<file path="config.mk">
export PLATFORM = sky130hd
export DESIGN_NAME = burst_slave_port
export DESIGN_NICKNAME = d
export VERILOG_FILES = /design/src/rtl/bus_pkg.sv /design/src/rtl/serial_shift_reg.sv /design/src/rtl/burst_slave_port.sv
export SDC_FILE = /design/constraint.sdc
export NUM_CORES = 1
export LEC_CHECK = 0
export CAP_MARGIN = 20
export CORE_ASPECT_RATIO = 0.7
export CORE_MARGIN = 5
export CORE_UTILIZATION = 55
export DETAILED_ROUTE_END_ITERATION = 8
export PLACE_DENSITY = 0.88
export RECOVER_POWER = 25
export SYNTH_ARGS = -nofsm -noshare
export SYNTH_HDL_FRONTEND = slang
export SYNTH_SLANG_ARGS = --single-unit
</file>
<file path="constraint.sdc">
create_clock -name clk -period 2.55 [get_ports clk]
set_clock_uncertainty 0.2 [all_clocks]
set_input_delay 0.51 -clock clk [delete_from_list [all_inputs] [get_ports clk]]
set_output_delay 0.51 -clock clk [all_outputs]
set_load 0.005 [all_outputs]
</file>
<file path="src/rtl/bus_pkg.sv">
// Shared definitions for the serial burst bus: FSM state encoding and
// counter-width helpers used by both the slave and master ports.
package bus_pkg;

  typedef enum logic [2:0] {
    ST_IDLE    = 3'd0,
    ST_ADDR    = 3'd1,
    ST_LEN     = 3'd2,
    ST_WDATA   = 3'd3,
    ST_WCOMMIT = 3'd4,
    ST_RREQ    = 3'd5,
    ST_RWAIT   = 3'd6,
    ST_RDATA   = 3'd7
  } state_e;

  // Bits needed for a counter that runs 0 .. n-1 (never less than one bit).
  function automatic int cnt_w(input int n);
    return (n <= 2) ? 1 : $clog2(n);
  endfunction

  function automatic int max3(input int a, input int b, input int c);
    int m;
    m = (a > b) ? a : b;
    return (m > c) ? m : c;
  endfunction

endpackage

</file>
<file path="src/rtl/serial_shift_reg.sv">
// Generic shift register: parallel load, LSB-first serial out, serial in at MSB.
module serial_shift_reg #(
  parameter int WIDTH = 8
) (
  input  logic             clk,
  input  logic             rstn,
  input  logic             load_i,
  input  logic [WIDTH-1:0] load_data_i,
  input  logic             shift_i,
  input  logic             ser_i,
  output logic             ser_o,
  output logic [WIDTH-1:0] par_o
);

  logic [WIDTH-1:0] data_q, data_d;

  // Load has priority over shift; shifting moves toward bit 0.
  always_comb begin
    data_d = data_q;
    if (load_i) begin
      data_d = load_data_i;
    end else if (shift_i) begin
      data_d            = data_q >> 1;
      data_d[WIDTH-1]   = ser_i;
    end
  end

  // Register with asynchronous clear.
  always_ff @(posedge clk or negedge rstn) begin
    if (!rstn) data_q <= '0;
    else       data_q <= data_d;
  end

  assign ser_o = data_q[0];
  assign par_o = data_q;

endmodule

</file>
<file path="src/rtl/burst_slave_port.sv">
// Serial burst slave: receives address/length/write data bit-serially from a
// master and performs burst reads/writes on a parallel memory interface.
//
// Handshake: the master may present a new transaction bit only while sready=1
// (IDLE); after that, each cycle with mvalid=1 delivers exactly one swdata bit
// in ADDR/LEN/WDATA, and mvalid is ignored in WCOMMIT/RREQ/RWAIT/RDATA. Read
// data is returned on srdata, one bit per cycle, qualified by svalid.
module burst_slave_port
  import bus_pkg::*;
#(
  parameter int ADDR_WIDTH  = 12,
  parameter int DATA_WIDTH  = 8,
  parameter int LEN_WIDTH   = 4,
  parameter int MEM_LATENCY = 1
) (
  input  logic                  clk,
  input  logic                  rstn,
  input  logic [DATA_WIDTH-1:0] smemrdata,
  output logic                  smemwen,
  output logic                  smemren,
  output logic [ADDR_WIDTH-1:0] smemaddr,
  output logic [DATA_WIDTH-1:0] smemwdata,
  input  logic                  swdata,
  input  logic                  smode,
  input  logic                  mvalid,
  output logic                  srdata,
  output logic                  svalid,
  output logic                  sready
);

  localparam int RX_W  = max3(ADDR_WIDTH, LEN_WIDTH, DATA_WIDTH);
  localparam int CNT_W = cnt_w(RX_W);
  localparam int LAT_W = cnt_w(MEM_LATENCY);

  localparam logic [CNT_W-1:0] ADDR_LAST = CNT_W'(ADDR_WIDTH - 1);
  localparam logic [CNT_W-1:0] LEN_LAST  = CNT_W'(LEN_WIDTH - 1);
  localparam logic [CNT_W-1:0] DATA_LAST = CNT_W'(DATA_WIDTH - 1);
  localparam logic [LAT_W-1:0] LAT_LAST  = LAT_W'(MEM_LATENCY - 1);

  state_e                state_q, state_d;
  logic                  mode_q, mode_d;
  logic [ADDR_WIDTH-1:0] addr_q, addr_d;
  logic [LEN_WIDTH-1:0]  beats_q, beats_d;
  logic [CNT_W-1:0]      bit_cnt_q, bit_cnt_d;
  logic [LAT_W-1:0]      lat_cnt_q, lat_cnt_d;
  logic [ADDR_WIDTH-1:0] memaddr_q, memaddr_d;
  logic [DATA_WIDTH-1:0] memwdata_q, memwdata_d;

  logic                  rx_shift, tx_load, tx_shift;
  logic [RX_W-2:0]       rx_par;
  logic [RX_W-1:0]       rx_next;
  logic                  rx_ser_unused;
  logic                  tx_ser;
  logic [DATA_WIDTH-1:0] tx_word_unused;

  // The rx register holds all but the newest bit; the field value is read
  // from rx_next in the cycle its final bit arrives on swdata, taking the
  // top n bits, so one register serves address, length and data fields.
  assign rx_next = {swdata, rx_par};

  serial_shift_reg #(.WIDTH(RX_W - 1)) u_rx (
    .clk         (clk),
    .rstn        (rstn),
    .load_i      (1'b0),
    .load_data_i ('0),
    .shift_i     (rx_shift),
    .ser_i       (swdata),
    .ser_o       (rx_ser_unused),
    .par_o       (rx_par)
  );

  serial_shift_reg #(.WIDTH(DATA_WIDTH)) u_tx (
    .clk         (clk),
    .rstn        (rstn),
    .load_i      (tx_load),
    .load_data_i (smemrdata),
    .shift_i     (tx_shift),
    .ser_i       (1'b0),
    .ser_o       (tx_ser),
    .par_o       (tx_word_unused)
  );

  // Next-state and datapath control.
  always_comb begin
    state_d    = state_q;
    mode_d     = mode_q;
    addr_d     = addr_q;
    beats_d    = beats_q;
    bit_cnt_d  = bit_cnt_q;
    lat_cnt_d  = lat_cnt_q;
    memaddr_d  = memaddr_q;
    memwdata_d = memwdata_q;
    rx_shift   = 1'b0;
    tx_load    = 1'b0;
    tx_shift   = 1'b0;
    case (state_q)
      ST_IDLE: begin
        if (mvalid) begin
          rx_shift  = 1'b1;
          mode_d    = smode;
          bit_cnt_d = CNT_W'(1);
          state_d   = ST_ADDR;
        end
      end
      ST_ADDR: begin
        if (mvalid) begin
          rx_shift = 1'b1;
          if (bit_cnt_q == ADDR_LAST) begin
            addr_d    = rx_next[RX_W-1 -: ADDR_WIDTH];
            bit_cnt_d = '0;
            state_d   = ST_LEN;
          end else begin
            bit_cnt_d = bit_cnt_q + CNT_W'(1);
          end
        end
      end
      ST_LEN: begin
        if (mvalid) begin
          rx_shift = 1'b1;
          if (bit_cnt_q == LEN_LAST) begin
            beats_d   = rx_next[RX_W-1 -: LEN_WIDTH];
            bit_cnt_d = '0;
            if (mode_q) begin
              state_d = ST_WDATA;
            end else begin
              memaddr_d = addr_q;
              state_d   = ST_RREQ;
            end
          end else begin
            bit_cnt_d = bit_cnt_q + CNT_W'(1);
          end
        end
      end
      ST_WDATA: begin
        if (mvalid) begin
          rx_shift = 1'b1;
          if (bit_cnt_q == DATA_LAST) begin
            memwdata_d = rx_next[RX_W-1 -: DATA_WIDTH];
            memaddr_d  = addr_q;
            bit_cnt_d  = '0;
            state_d    = ST_WCOMMIT;
          end else begin
            bit_cnt_d = bit_cnt_q + CNT_W'(1);
          end
        end
      end
      ST_WCOMMIT: begin
        if (beats_q != '0) begin
          beats_d = beats_q - LEN_WIDTH'(1);
          addr_d  = addr_q + ADDR_WIDTH'(1);
          state_d = ST_WDATA;
        end else begin
          state_d = ST_IDLE;
        end
      end
      ST_RREQ: begin
        lat_cnt_d = '0;
        state_d   = ST_RWAIT;
      end
      ST_RWAIT: begin
        // Last wait cycle is T+MEM_LATENCY: memory data is valid now.
        if (lat_cnt_q == LAT_LAST) begin
          tx_load   = 1'b1;
          bit_cnt_d = '0;
          state_d   = ST_RDATA;
        end else begin
          lat_cnt_d = lat_cnt_q + LAT_W'(1);
        end
      end
      ST_RDATA: begin
        tx_shift = 1'b1;
        if (bit_cnt_q == DATA_LAST) begin
          bit_cnt_d = '0;
          if (beats_q != '0) begin
            beats_d   = beats_q - LEN_WIDTH'(1);
            addr_d    = addr_q + ADDR_WIDTH'(1);
            memaddr_d = addr_q + ADDR_WIDTH'(1);
            state_d   = ST_RREQ;
          end else begin
            state_d = ST_IDLE;
          end
        end else begin
          bit_cnt_d = bit_cnt_q + CNT_W'(1);
        end
      end
      default: state_d = ST_IDLE;
    endcase
  end

  // State and datapath registers, cleared by asynchronous reset.
  always_ff @(posedge clk or negedge rstn) begin
    if (!rstn) begin
      state_q    <= ST_IDLE;
      mode_q     <= 1'b0;
      addr_q     <= '0;
      beats_q    <= '0;
      bit_cnt_q  <= '0;
      lat_cnt_q  <= '0;
      memaddr_q  <= '0;
      memwdata_q <= '0;
    end else begin
      state_q    <= state_d;
      mode_q     <= mode_d;
      addr_q     <= addr_d;
      beats_q    <= beats_d;
      bit_cnt_q  <= bit_cnt_d;
      lat_cnt_q  <= lat_cnt_d;
      memaddr_q  <= memaddr_d;
      memwdata_q <= memwdata_d;
    end
  end

  assign smemwen   = (state_q == ST_WCOMMIT);
  assign smemren   = (state_q == ST_RREQ);
  assign svalid    = (state_q == ST_RDATA);
  assign srdata    = svalid & tx_ser;
  assign sready    = (state_q == ST_IDLE);
  assign smemaddr  = memaddr_q;
  assign smemwdata = memwdata_q;

endmodule

</file>
==> impl_metrics.csv <==
group,metric,value,unit
global_routing,grt_pass1_vias,2886,
hold_path,whs_path_depth,2,
clock_tree,clock_path_buffers,2,
global_routing,grt_max_degree,26,
die,dieArea,8000,µm²
setup_path,crit_path_max_incr_delay,0.52,ns
yosys,synth_top_area_frac,0.456,
yosys,synth_area,3460,µm²
sta,finalCritPeriodShare,0.963,
layout,syn_to_final_growth,22.0,%
yosys,synth_cells,388,
sta,tightest_slew,1.38,ns
sta,setup_tns,0,ns
pwr,ir_drop,606,µV
layout,diodes,0,
sta,slew_headroom,0.0778,
layout,drive_above_1_share,0.146,
yosys,synth_area_leaders,"dfrtp_1 (46%), nand2_1 (8.8%), o21ai_0 (3.9%)",
drt,vias,3059,
clock_tree,cts_tree,"done",
clock_tree,cts_made_buffers,9,
layout,num-fill-cells,488,
sta,min_period,2.45,ns
yosys,yosys.area.top_type,"dfrtp_1",
yosys,synth_area_per_cell,8.91,µm²
clock_tree,clk_pin_slew,0.07,ns
yosys,ys_ff_latch,63,
layout,multi_input_area,1720,µm²
placed_design,dpl.hpwl,5880,µm
die,coreArea,6160,µm²
yosys,yosysWarnings,0,
placed_design,globalplace.congestion,0.916,
drt,vias_per_cell,5.92,
setup_path,endpoint_kind,"output pin",
yosys,seq_area_frac_synth,0.456,
yosys,ys_top_cells_by_count,"nand2_1 (81), dfrtp_1 (63), o21ai_0 (27)",
yosys,syn_nets,404,
yosys,synth_flop_cell,"dfrtp_1",
global_routing,gr-total-overflow,0,
yosys,synth-adder-area-share,0.0109,
yosys,yosys.cell_types.count,61,
hold_path,hp-class,"reg2reg",
sta,hold_slack,0.281,ns
drt,drc,0,
sta,timing.fmax,407,MHz
drt,drt_wl_total,8110,µm
yosys,synthArstFlopShare,1.00,
sta,slew_viol_final,0,
setup_path,cp-start-kind,"flip-flop",
die,initial_core_util,0.562,
yosys,synth_xor_area_frac,0.0380,
clock_tree,h-tree-depth,3,
status,outcome,"complete, no violations",
pwr,leakagePower,0.00184,µW
die,fp.dieH,76.3,µm
clock_tree,worst_skew_pair.late_latency,0.34,ns
drt,ant_nets,0,
clock_tree,cts-root-buf,"clkbuf_8",
sta,setup_viol,0,
yosys,synth_enable_flop_cells,0,
setup_path,cp_data_arrival_time,1.74,ns
pwr,p_total,4930,µW
die,ios,38,
drt,dr.first_iter.drc_count,242,
global_routing,grt_pass1_wl,14000,µm
placed_design,port-buffer-count,37,
sta,hold_violations,0,
yosys,synthMuxAreaShare,0.0597,
setup_path,crit_required,1.84,ns
run,maxCapViolations,0,
yosys,synth_top_family_by_area,"simple AND/OR/NAND/NOR gates",
layout,num-nets-final,451,
yosys,synth_compound_area_frac,0.183,
setup_path,critPathKind,"reg2out",
setup_path,path_max_fanout,11,
setup_path,crit_chain,"buf_6, inv_1, nor3_2, clkdlybuf4s50_1",
global_routing,grt_usage,0.212,
sta,rsz0062_at_grt,"false",
clock_tree,clock-sinks,63,
yosys,yosysMostFrequentCell,"nand2_1",
layout,ff_latch_area,1580,µm²
yosys,yosys.area_share.simple,0.204,
die,rows,24,
drt,wl_per_cell,15.7,µm
drt,dr.pass1.iters,5,
setup_path,reg2reg_depth,7,
setup_path,slowest_stage,"clkdlybuf4s50_1",
die,die_x,105,µm
pwr,p_per_area,1170,nW/µm²
global_routing,antenna_found_initial,0,
[placed cells by master, fill, tap and decap left out, drive strengths merged, types with 2 or more instances in the layout]
master / netlist / final
nand2: 81 / 81
dfrtp: 63 / 63
clkdlybuf4s50: 0 / 36
o21ai: 36 / 36
nor2: 26 / 26
a21oi: 23 / 23
buf: 18 / 21
clkbuf: 7 / 15
nor3: 13 / 13
mux2: 10 / 10
xnor2: 9 / 9
mux2i: 9 / 9
inv: 9 / 9
nand3: 8 / 8
a31oi: 8 / 8
xor2: 6 / 6
o22ai: 5 / 5
and3: 5 / 5
o22a: 4 / 4
nor2b: 3 / 3
o21a: 3 / 3
ha: 3 / 3
nor3b: 3 / 3
and2: 2 / 2
nand2b: 2 / 2
nand3b: 2 / 2
a22o: 2 / 2
a32o: 2 / 2
or2: 2 / 2
a2bb2oi: 2 / 2
bufinv: 0 / 2
clkinv: 1 / 2
o311ai: 2 / 2
[per-layer routing]
metal / routed length, µm / GRT usage / vias up
li1: - / - / 1450
met1: 3810 / 0.311 / 1450
met2: 3480 / 0.298 / 141
met3: 684 / 0.0644 / 18
met4: 136 / 0.0690 / 0
met5: 0 / 0 / -
[area by class of cell]
cell class | count | area share
Multi-Input combinational cell | 290 | 0.407
Sequential cell | 63 | 0.375
Timing Repair Buffer | 61 | 0.132
Clock buffer | 12 | 0.0391
Tap cell | 78 | 0.0231
Clock inverter | 3 | 0.0154
Inverter | 10 | 0.00890
[timing repair]
action	in CTS	in global routing
resized for setup	2	3
hold buffers	1	0
buffers inserted	0	2
endpoints found under the setup margin	4	2
hold endpoints to repair	23	0
[cells by family (layout without fill, tap and decap cells)]
group                      Yosys count  after routing
and+or+nand+nor                    153            153
AOI/OAI and AO/OA                  100            100
DFF                                 63             63
buffers and inverters               35             86
muxes                               19             19
xor gates and xnor gates            15             15
adders and majority gates            3              3
[critical path, delay by kind of cell (launching register included)]
kind                   cells  cell delay (ns)
buffers and inverters      3             0.80
DFF                        1             0.41
and+or+nand+nor            1             0.19
[final timing paths]
path / startpoint / endpoint / slack, ns
max in group asynchronous: rstn / addr_q[2] / 0.37
worst min-delay path: u_tx.par_o[0] / u_tx.par_o[0] / 0.28
worst max register to register: beats_q[0] / beats_q[1] / 0.11
min in group asynchronous: rstn / bit_cnt_q[0] / 0.81
worst max-delay path: state_q[0] / smemren / 0.1
worst min register to register: u_tx.par_o[0] / u_tx.par_o[0] / 0.28
[power breakdown]
group,switching (µW),internal [µW],total (µW),leakage [µW]
logic,1110,1000,2110,0.000919
registers,416,1410,1820,0.000800
clock network,376,623,1000,0.000118
total,1900,3030,4930,0.00184
[through the flow]
step | instances | area, µm² | utilization | setup slack [ns]
2_1_floorplan | 388 | 3460 | - | 0.387
3_3_place_gp | 499 | 3960 | 0.643 | 0.135
3_5_place_dp | 499 | 3960 | 0.643 | 0.0929
4_1_cts | 515 | 4200 | 0.683 | 0.00465
5_1_grt | 517 | 4220 | 0.685 | 0.0000564
6_report | 517 | 4220 | 0.685 | 0.0955
[registers in the layout (all words and copies together), names as in the netlist]
register and count:
smemaddr 12, beats_q 4, u_rx.par_o 11, u_tx.par_o 8, state_q 3, mode_q 1
bit_cnt_q 4, addr_q 12, smemwdata 8
No activity file was read; power rests on OpenSTA's default activity.
